--- src/rtl/multi_stream_engine_ctrl_pkg.sv ---
// ----------------------------------------------------------------------------
// multi_stream_engine_ctrl_package
// Shared types for the multi-stream engine control core:
//   state_e  - job sequencing states (IDLE, RUN, WAIT, DONE)
//   ctrl_t   - control request bundle (start, clear, len)
//   flags_t  - status flag bundle (ready, done, busy, err)
//   CNT_W_DEFAULT - default width of beat counters and the length field
// ----------------------------------------------------------------------------
package multi_stream_engine_ctrl_package;

    localparam int CNT_W_DEFAULT = 32;

    typedef enum logic [1:0] {
        ST_IDLE = 2'd0,
        ST_RUN  = 2'd1,
        ST_WAIT = 2'd2,
        ST_DONE = 2'd3
    } state_e;

    typedef struct packed {
        logic                     start;
        logic                     clear;
        logic [CNT_W_DEFAULT-1:0] len;
    } ctrl_t;

    typedef struct packed {
        logic ready;
        logic done;
        logic busy;
        logic err;
    } flags_t;

endpackage

--- src/rtl/multi_stream_engine_ctrl_stream_beat_counter.sv ---
// ----------------------------------------------------------------------------
// stream_beat_counter
// Counts valid&ready handshakes on one stream while enabled.
// With HAS_LIMIT set the count stops at limit_i: the channel reports complete
// once the count equals the limit, and any further beat is flagged as overrun
// while the count holds. Without a limit the count wraps freely.
// Ports:
//   clk_i, rst_i   clock, asynchronous active-high reset
//   en_i           count beats this cycle
//   clr_i          synchronous zero of the count (wins over en_i)
//   valid_i/ready_i stream handshake
//   limit_i        expected beat count (ignored without HAS_LIMIT)
//   cnt_o          current beat count
//   complete_o     count has reached the limit
//   overrun_o      a counted beat arrived on a complete channel this cycle
// ----------------------------------------------------------------------------
module stream_beat_counter #(
    parameter int CNT_W     = 32,
    parameter bit HAS_LIMIT = 1'b1
) (
    input  logic             clk_i,
    input  logic             rst_i,
    input  logic             en_i,
    input  logic             clr_i,
    input  logic             valid_i,
    input  logic             ready_i,
    input  logic [CNT_W-1:0] limit_i,
    output logic [CNT_W-1:0] cnt_o,
    output logic             complete_o,
    output logic             overrun_o
);

    logic [CNT_W-1:0] cnt_q, cnt_d;
    logic             beat;

    assign beat       = en_i & valid_i & ready_i;
    assign complete_o = HAS_LIMIT ? (cnt_q == limit_i) : 1'b0;
    assign overrun_o  = beat & complete_o;
    assign cnt_o      = cnt_q;

    always_comb begin
        cnt_d = cnt_q;
        if (clr_i) begin
            cnt_d = '0;
        end else if (beat && !complete_o) begin
            cnt_d = cnt_q + CNT_W'(1);
        end
    end

    always_ff @(posedge clk_i or posedge rst_i) begin
        if (rst_i) begin
            cnt_q <= '0;
        end else begin
            cnt_q <= cnt_d;
        end
    end

endmodule

--- src/rtl/multi_stream_engine_ctrl.sv ---
// ----------------------------------------------------------------------------
// multi_stream_engine_ctrl
// Control core between the HWPE control FSM and the kernel adapter. Starts the
// kernel, counts handshakes on N_IN sink and N_OUT source streams, checks every
// output channel against a length latched at start, flags overruns and raises
// a one-cycle done once all outputs are complete and the kernel has finished.
// Optional feature macro: MULTI_STREAM_ENGINE_CTRL_PERF_EN enables the
// active-cycle and output-stall counters; otherwise those ports read 0.
// Ports:
//   clk_i, rst_i        clock, asynchronous active-high reset
//   clear_i             synchronous clear back to IDLE, counters/flags zeroed
//   start_i, len_i      job request and expected beats per output channel
//   k_ready_i, k_idle_i, k_done_i  kernel status
//   in_valid_i/in_ready_i, out_valid_i/out_ready_i  per-channel handshakes
//   k_start_o           one-cycle kernel start pulse
//   busy_o, ready_o, done_o, err_o  status flags
//   out_cnt_o, in_cnt_o per-channel beat counts (channel i at [i*CNT_W +: CNT_W])
//   strb_o              output strobes, all ones
//   perf_cyc_o, perf_stall_o  performance counters
// ----------------------------------------------------------------------------
module multi_stream_engine_ctrl
    import multi_stream_engine_ctrl_package::*;
#(
    parameter int N_IN   = 1,
    parameter int N_OUT  = 1,
    parameter int CNT_W  = CNT_W_DEFAULT,
    parameter int STRB_W = 4
) (
    input  logic                    clk_i,
    input  logic                    rst_i,
    input  logic                    clear_i,
    input  logic                    start_i,
    input  logic [CNT_W-1:0]        len_i,
    input  logic                    k_ready_i,
    input  logic                    k_idle_i,
    input  logic                    k_done_i,
    input  logic [N_IN-1:0]         in_valid_i,
    input  logic [N_IN-1:0]         in_ready_i,
    input  logic [N_OUT-1:0]        out_valid_i,
    input  logic [N_OUT-1:0]        out_ready_i,
    output logic                    k_start_o,
    output logic                    busy_o,
    output logic                    ready_o,
    output logic                    done_o,
    output logic                    err_o,
    output logic [N_OUT*CNT_W-1:0]  out_cnt_o,
    output logic [N_IN*CNT_W-1:0]   in_cnt_o,
    output logic [N_OUT*STRB_W-1:0] strb_o,
    output logic [CNT_W-1:0]        perf_cyc_o,
    output logic [CNT_W-1:0]        perf_stall_o
);

    localparam logic [1:0] IDLE = ST_IDLE;
    localparam logic [1:0] RUN  = ST_RUN;
    localparam logic [1:0] WAIT = ST_WAIT;
    localparam logic [1:0] DONE = ST_DONE;

    logic [1:0]       state_q, state_d;
    logic             ready_q, ready_d;
    logic             err_q, err_d;
    logic             kdone_q, kdone_d;
    logic [CNT_W-1:0] len_q, len_d;

    logic             active;
    logic             start_acc;
    logic             cnt_clr;
    logic             all_complete;
    logic             kdone_seen;
    logic [N_OUT-1:0] out_complete;
    logic [N_OUT-1:0] out_overrun;
    logic [N_IN-1:0]  in_complete_unused;
    logic [N_IN-1:0]  in_overrun_unused;
    flags_t           flags;

    assign active       = (state_q == RUN) || (state_q == WAIT);
    // clear_i beats a simultaneous start request
    assign start_acc    = ~clear_i & start_i & ready_q & (state_q == IDLE);
    assign cnt_clr      = clear_i | start_acc;
    assign all_complete = &out_complete;
    // a done pulse arriving in the completing cycle counts immediately
    assign kdone_seen   = kdone_q | k_done_i;

    always_comb begin
        state_d = state_q;
        ready_d = (state_q == IDLE) & (k_ready_i | k_idle_i);
        err_d   = err_q | (|out_overrun);
        kdone_d = kdone_q | (active & k_done_i);
        len_d   = len_q;
        case (state_q)
            IDLE: begin
                if (start_acc) begin
                    state_d = RUN;
                    len_d   = len_i;
                    err_d   = 1'b0;
                    kdone_d = 1'b0;
                end
            end
            RUN: begin
                if (all_complete) begin
                    state_d = kdone_seen ? DONE : WAIT;
                end
            end
            WAIT: begin
                if (kdone_seen) begin
                    state_d = DONE;
                end
            end
            default: begin
                state_d = IDLE;
            end
        endcase
        if (clear_i) begin
            state_d = IDLE;
            ready_d = 1'b0;
            err_d   = 1'b0;
            kdone_d = 1'b0;
        end
    end

    always_ff @(posedge clk_i or posedge rst_i) begin
        if (rst_i) begin
            state_q <= IDLE;
            ready_q <= 1'b0;
            err_q   <= 1'b0;
            kdone_q <= 1'b0;
            len_q   <= '0;
        end else begin
            state_q <= state_d;
            ready_q <= ready_d;
            err_q   <= err_d;
            kdone_q <= kdone_d;
            len_q   <= len_d;
        end
    end

    for (genvar c = 0; c < N_OUT; c++) begin : g_out
        stream_beat_counter #(.CNT_W(CNT_W), .HAS_LIMIT(1'b1)) u_cnt (
            .clk_i      (clk_i),
            .rst_i      (rst_i),
            .en_i       (active),
            .clr_i      (cnt_clr),
            .valid_i    (out_valid_i[c]),
            .ready_i    (out_ready_i[c]),
            .limit_i    (len_q),
            .cnt_o      (out_cnt_o[c*CNT_W +: CNT_W]),
            .complete_o (out_complete[c]),
            .overrun_o  (out_overrun[c])
        );
    end

    for (genvar c = 0; c < N_IN; c++) begin : g_in
        stream_beat_counter #(.CNT_W(CNT_W), .HAS_LIMIT(1'b0)) u_cnt (
            .clk_i      (clk_i),
            .rst_i      (rst_i),
            .en_i       (active),
            .clr_i      (cnt_clr),
            .valid_i    (in_valid_i[c]),
            .ready_i    (in_ready_i[c]),
            .limit_i    ('0),
            .cnt_o      (in_cnt_o[c*CNT_W +: CNT_W]),
            .complete_o (in_complete_unused[c]),
            .overrun_o  (in_overrun_unused[c])
        );
    end

    assign flags = '{ready: ready_q,
                     done:  (state_q == DONE) & ~clear_i,
                     busy:  active,
                     err:   err_q};

    assign k_start_o = start_acc;
    assign ready_o   = flags.ready;
    assign done_o    = flags.done;
    assign busy_o    = flags.busy;
    assign err_o     = flags.err;
    assign strb_o    = '1;

`ifdef MULTI_STREAM_ENGINE_CTRL_PERF_EN
    logic [CNT_W-1:0] perf_cyc_q, perf_cyc_d;
    logic [CNT_W-1:0] perf_stall_q, perf_stall_d;
    logic             stall;

    assign stall = |(out_valid_i & ~out_ready_i);

    always_comb begin
        perf_cyc_d   = perf_cyc_q;
        perf_stall_d = perf_stall_q;
        if (cnt_clr) begin
            perf_cyc_d   = '0;
            perf_stall_d = '0;
        end else if (active) begin
            if (perf_cyc_q != '1) begin
                perf_cyc_d = perf_cyc_q + CNT_W'(1);
            end
            if (stall && (perf_stall_q != '1)) begin
                perf_stall_d = perf_stall_q + CNT_W'(1);
            end
        end
    end

    always_ff @(posedge clk_i or posedge rst_i) begin
        if (rst_i) begin
            perf_cyc_q   <= '0;
            perf_stall_q <= '0;
        end else begin
            perf_cyc_q   <= perf_cyc_d;
            perf_stall_q <= perf_stall_d;
        end
    end

    assign perf_cyc_o   = perf_cyc_q;
    assign perf_stall_o = perf_stall_q;
`else
    assign perf_cyc_o   = '0;
    assign perf_stall_o = '0;
`endif

endmodule

--- config.mk ---
export PLATFORM = sky130hd
export DESIGN_NAME = multi_stream_engine_ctrl
export DESIGN_NICKNAME = d
export VERILOG_FILES = /design/src/rtl/multi_stream_engine_ctrl_pkg.sv /design/src/rtl/multi_stream_engine_ctrl_stream_beat_counter.sv /design/src/rtl/multi_stream_engine_ctrl.sv
export SDC_FILE = /design/constraint.sdc
export NUM_CORES = 1
export LEC_CHECK = 0
export BUFFER_PORTS_ARGS = -buffer_cell sky130_fd_sc_hd__buf_4
export CORE_MARGIN = 8
export CORE_UTILIZATION = 52
export CTS_BUF_LIST = sky130_fd_sc_hd__clkbuf_4 sky130_fd_sc_hd__clkbuf_8 sky130_fd_sc_hd__clkbuf_16
export DETAILED_ROUTE_END_ITERATION = 10
export GPL_TIMING_DRIVEN = 1
export PLACE_DENSITY_LB_ADDON = 0.2
export REMOVE_ABC_BUFFERS = 1
export SYNTH_ARGS = -nofsm -noshare
export SYNTH_HDL_FRONTEND = slang
export SYNTH_SLANG_ARGS = --single-unit
--- constraint.sdc ---
create_clock -name clk_i -period 3.8 [get_ports clk_i]
set_input_delay 0.38 -clock clk_i [delete_from_list [all_inputs] [get_ports clk_i]]
set_output_delay 0.38 -clock clk_i [all_outputs]
set_load 0.02 [all_outputs]
* Word-level counts from Yosys, hierarchy flattened
Index checks and enable logic that the tools add are counted.
** Word-level totals
- Register bits after elaboration :: 101
- Logic and storage cells :: 58
** Cells by class
- Bitwise logic cells :: 17
- Equal/unequal tests :: 7
- Mux-type cells :: 17
- Reduce and logical (&&, ||, !) cells :: 8
- Add/sub/neg operators :: 2
** Operators by type and width (number)
- 32-bit two-way mux :: 4
- 32-bit by 1-bit adder with 32-bit output (second input constant) :: 2
- 32-bit equality test :: 1
- 1-bit AND :: 11
- 1-bit two-way mux :: 8
- 2-bit two-way mux :: 4
- 3-bit inequality test (second input constant) :: 2
- 2-bit case mux with 3 select lines :: 1
- 1-bit bitwise OR :: 5
- 2-bit equality test (second input constant) :: 2
- 2-bit nonzero test :: 2
- 3-bit by 2-bit inequality test with 1-bit output (second input constant) :: 1
- 3-bit AND reduction :: 1
- 2-bit by 1-bit equality test with 1-bit output (second input constant) :: 1
- 2-bit zero test :: 1
- 2-bit AND reduction :: 1
- 1-bit logical AND :: 1
- 1-bit zero test :: 1
- 1-bit logical OR :: 1
- 1-bit NOT :: 1

* Depth between registers and ports, before layout
- Word-level depth :: 9
- Depth in mapped cells :: 9
- Gate-level depth less buffers :: 8

* Hierarchy
From an unflattened synthesis, not the netlist that was laid out.
** Second synthesis, totals
- Cell total of the unflattened synthesis :: 611
- Area, all modules :: 6060.8 um^2
** By module, submodules not included
- stream_beat_counter at g_out[0].u_cnt :: instances 1, area each 2253.4 um^2, cells each 255
- multi_stream_engine_ctrl :: instances 1, area each 2053.2 um^2, cells each 173
- stream_beat_counter at g_in[0].u_cnt :: instances 1, area each 1754.2 um^2, cells each 183

* Least setup slack after synthesis
Ideal clock, no wire load.
- Path type :: register to register
- Start point :: register state_q[0]
- End point :: register g_out[0].u_cnt.cnt_q[24]
- Stages on the path, launching flop included :: 10
- Arrival :: 2067 ps
- Setup slack :: 1597 ps
- Library setup time :: 136 ps
- Required time :: 3664 ps
- Buffers on the path :: 1
- Cell sequence :: dfrtp_1 inv_1 ha_1 and3_1 clkbuf_1 and3_1 nand3_1 a21oi_1 a31o_2 a21oi_1
** On the way
- Word-level cells in the longest chain between the ends :: 6
- Elaborated cells on any way between the ends :: 11
- Classes of those cells :: 2 x eq/ne; 1 x mux; 4 x bitwise; 4 x reduce/logical
** RTL lines
- start, declared :: line multi_stream_engine_ctrl.sv:58 : logic [1:0] state_q, state_d;
- start signal, assigned :: line multi_stream_engine_ctrl.sv:128 : state_q <= state_d;
- 2-bit by 1-bit equality test with 1-bit output / 2-bit equality test (equally long branches) :: line multi_stream_engine_ctrl.sv:75 : assign active = (state_q == RUN) || (state_q == WAIT);
- 1-bit logical OR * :: line multi_stream_engine_ctrl.sv:75
- via busy_o :: line multi_stream_engine_ctrl.sv:42 : output logic busy_o,
- 1-bit AND * (2 in series) :: line multi_stream_engine_ctrl_stream_beat_counter.sv:36 : assign beat = en_i & valid_i & ready_i;
- 1-bit logical AND * :: line multi_stream_engine_ctrl_stream_beat_counter.sv:45 : end else if (beat && !complete_o) begin
- 2-bit nonzero test (no source line) *
- end signal, assigned :: line multi_stream_engine_ctrl_stream_beat_counter.sv:54 : cnt_q <= cnt_d;
- end, declared :: line multi_stream_engine_ctrl_stream_beat_counter.sv:33 : logic [CNT_W-1:0] cnt_q, cnt_d;
Mark *: on every way through the listed nets, which the timed path passes. The rest lies on a longest branch.
A chain may end at the register's enable or synchronous reset.

* Worst setup path after layout
- Start point :: register state_q[0]
- End point :: output port k_start_o
** On the way
- Word-level cells in the longest chain between the ends :: 2
** RTL lines
- 2-bit zero test :: line multi_stream_engine_ctrl.sv:77 : assign start_acc = ~clear_i & start_i & ready_q & (state_q == IDLE);
- 1-bit AND :: line multi_stream_engine_ctrl.sv:77
- end, declared :: line multi_stream_engine_ctrl.sv:41 : output logic k_start_o,
Every way passes these cells.

==> results.toml <==
[run_status]
status = "finished, final reports clean"

[route]
wire_per_inst_um = 16.20
ant_nets = 0
first_pass_iteration_count_of_the_detailed_router = 4
remaining_drc_errors = 0
detail_route.wirelength_um = 14450
detail_route.iter0.violations = 213
route.detailed.vias_per_inst = 5.226
via_count = 4662

[global_route]
track_usage = 0.1969
met3_usage = 0.04859
globalRoute.busiestLayer = "met2"
grt_first_pass_wirelength_um = 23400
met1_usage = 0.2465
grt_max_degree = 53
grt_antenna_before_repair = 0
grt_use_met2 = 0.3181
grt_overflow_total = 0
first_global_vias = 4637

[timing]
max_freq_mhz = 331.3
timing.final.hold_violations = 0
maxSlewHeadroom = 0.2246
final_min_period_over_clock_period = 0.7944
grt_setup_unrepaired = "no"
worst_slew_pin_slew_ns = 1.163
setup_viol_count_final = 0
setup_ws_ns = 0.7813
finClkSkew_ns = 0.01044
final.min_clock_period_ns = 3.019
holdWs_ns = 0.04111
report.final.slew_viol_count = 0
setup_tns_ns = 0

[worst_setup_path]
setup.worst_path.start_class = "flop"
critical_path_peak_fanout = 33
rr_worst_depth = 6
cp_data_arrival_time_ns = 2.64
setup.reg_to_reg.worst_slack_ns = 1.14
timing.critical_path.to_type = "primary output"
timing.rr.start = "g_out[0].u_cnt.cnt_o[4]"
crit_type = "flop to primary output"
cp.required_ns = 3.42
regToRegEndpoint = "g_out[0].u_cnt.cnt_o[24]"

[clocking]
clock_latency_at_the_later_pin_of_the_worst_skew_pair_ns = 0.38
clock_tree_from_tritoncts = "built"
postCtsHoldBufs = 0
clkTransAtPathRegs_ns = 0.10
cts_resized = 0
htree_num_levels = 3
ctsRootBufferMaster = "sky130_fd_sc_hd__clkbuf_8"
setup_fix_bufs_post_cts = 0
tritoncts.num_buffers = 9
ctsLongestPathBuffers = 2
total_clock_sinks = 101

[layout]
layout_common_cells = "sky130_fd_sc_hd__nand2_1 (128), sky130_fd_sc_hd__buf_4 (116), sky130_fd_sc_hd__dfrtp_1 (101)"
final_layout_size_suffix_gt1_frac = 0.2021
register_area_mm2 = 0.002527
most_common_library_cell_in_the_layout_ignoring_fill_and_taps = "sky130_fd_sc_hd__nand2_1"
layout-area-overhead-vs-synth_pct = 14.85
multi_input_area_mm2 = 0.002869
n_antenna_cell = 0
postLayoutCellArea_mm2 = 0.006688
net_count_of_the_finished_layout = 797
final_util = 0.6142
post_layout_nonfiller_instances = 892
fillCellCount = 959

[logic_synthesis]
syn-cell-area_mm2 = 0.005823
synth_area_per_cell_um2 = 9.000
synth.lib_cells_used.distinct = 50
ys_seq_area_frac = 0.4340
postSynth.asyncResetShare = 1.000
yosys_register_bits = 101
yosys_most_used_dff = "sky130_fd_sc_hd__dfrtp_1"
synth_edf_count = 0
synthCells = 647
synth.yosys.warnings = 0

[floorplan]
die_width_um = 121.8
fp.dieArea_mm2 = 0.01484
placeableCoreArea_mm2 = 0.01089
die_h_um = 121.8
initial_utilization = 0.5348
floorplan.io_pins = 180
rows = 38

[place]
total_half_perimeter_wirelength_after_legalization_and_detailed_placement_um = 10790
dpl_cell_area_mm2 = 0.006482
worst_setup_slack_after_placement_ns = 1.156
dp_cells = 876
port_buffers = 111
gp_routability_congestion = 0.8255

[pwr]
p_leak_nw = 3.423
max-vdd-ir-drop_mv = 0.2370
finalPower_mw = 2.820
power.density_cell_area_mw_per_mm2 = 421.7

[job]
maxCapViolations = 0

[min_path]
timing.hold.worst.class = "input pin to async pin"
==> power by group <==
part / total, mW / switching (mW) / internal [mW]
sequential: 1.40 / 0.140 / 1.26
clock: 0.698 / 0.383 / 0.315
combinational: 0.726 / 0.454 / 0.272
==> synthesized netlist by cell type, types with 8 or more instances <==
cell	count	area [µm²]
sky130_fd_sc_hd__and4_1	9	78.83
sky130_fd_sc_hd__xor2_1	49	429.2
sky130_fd_sc_hd__nand3_1	25	125.1
sky130_fd_sc_hd__xnor2_1	25	219.0
sky130_fd_sc_hd__o21ai_0	10	50.05
sky130_fd_sc_hd__buf_4	69	518.0
sky130_fd_sc_hd__clkbuf_1	13	48.80
sky130_fd_sc_hd__a21oi_1	20	100.1
sky130_fd_sc_hd__nand4_1	20	125.1
sky130_fd_sc_hd__dfrtp_1	101	2527
sky130_fd_sc_hd__and3_1	8	50.05
sky130_fd_sc_hd__nor2_1	66	247.7
sky130_fd_sc_hd__nand2_1	128	480.5
sky130_fd_sc_hd__inv_1	10	37.54
==> registers in the layout, summed over array words and instances, names as in the netlist <==
name	cells
ready_o	1
len_q	32
err_o	1
state_q	2
g_out.u_cnt.cnt_o	32
g_in.u_cnt.cnt_o	32
kdone_q	1
==> per-layer routing <==
metal	vias to the layer above	wire length (µm)
met3	19	1206
met1	2226	5960
met2	178	6962
li1	2239	-
met4	0	318
met5	-	0
==> worst max-delay path by stage <==
stage / start / end / slack [ns]
after global placement: g_out[0].u_cnt.cnt_o[19] / g_out[0].u_cnt.cnt_o[24] / 1.25
after detailed placement: state_q[0] / k_start_o / 1.16
after floorplan: rst_i / err_o / 0.77
after global routing: state_q[1] / k_start_o / 0.54
after CTS: state_q[0] / k_start_o / 0.73
final: state_q[0] / k_start_o / 0.78
==> critical path: stages (launching register included) <==
cell and delay (ns):
sky130_fd_sc_hd__dfrtp_1 0.44, sky130_fd_sc_hd__inv_1 0.11, sky130_fd_sc_hd__ha_1 0.26, sky130_fd_sc_hd__nand4b_1 0.12
sky130_fd_sc_hd__buf_4 0.26, sky130_fd_sc_hd__inv_1 0.77, sky130_fd_sc_hd__buf_4 0.28
==> cells by family after synthesis <==
kind of cell | count (synthesis) | share of synthesized area
adder cells (fa/ha/maj) | 7 | 0.01504
other | 2 | 0.001290
flip-flops | 101 | 0.4340
XOR/XNOR | 74 | 0.1113
AND/OR/NAND/NOR | 297 | 0.2432
buffers and inverters | 103 | 0.1158
AO/OA/AOI/OAI | 60 | 0.07413
multiplexers | 3 | 0.005157
==> final cells by class <==
cell class                 instances  area share
inverter                          10    0.005987
timing repair buffer             116      0.1302
clock inverter                     3    0.003929
sequential                       101      0.3779
multi-input combinational        509      0.4290
clock buffer                      13     0.02675
tap                              140     0.02619
No activity file was read; power rests on OpenSTA's default activity.
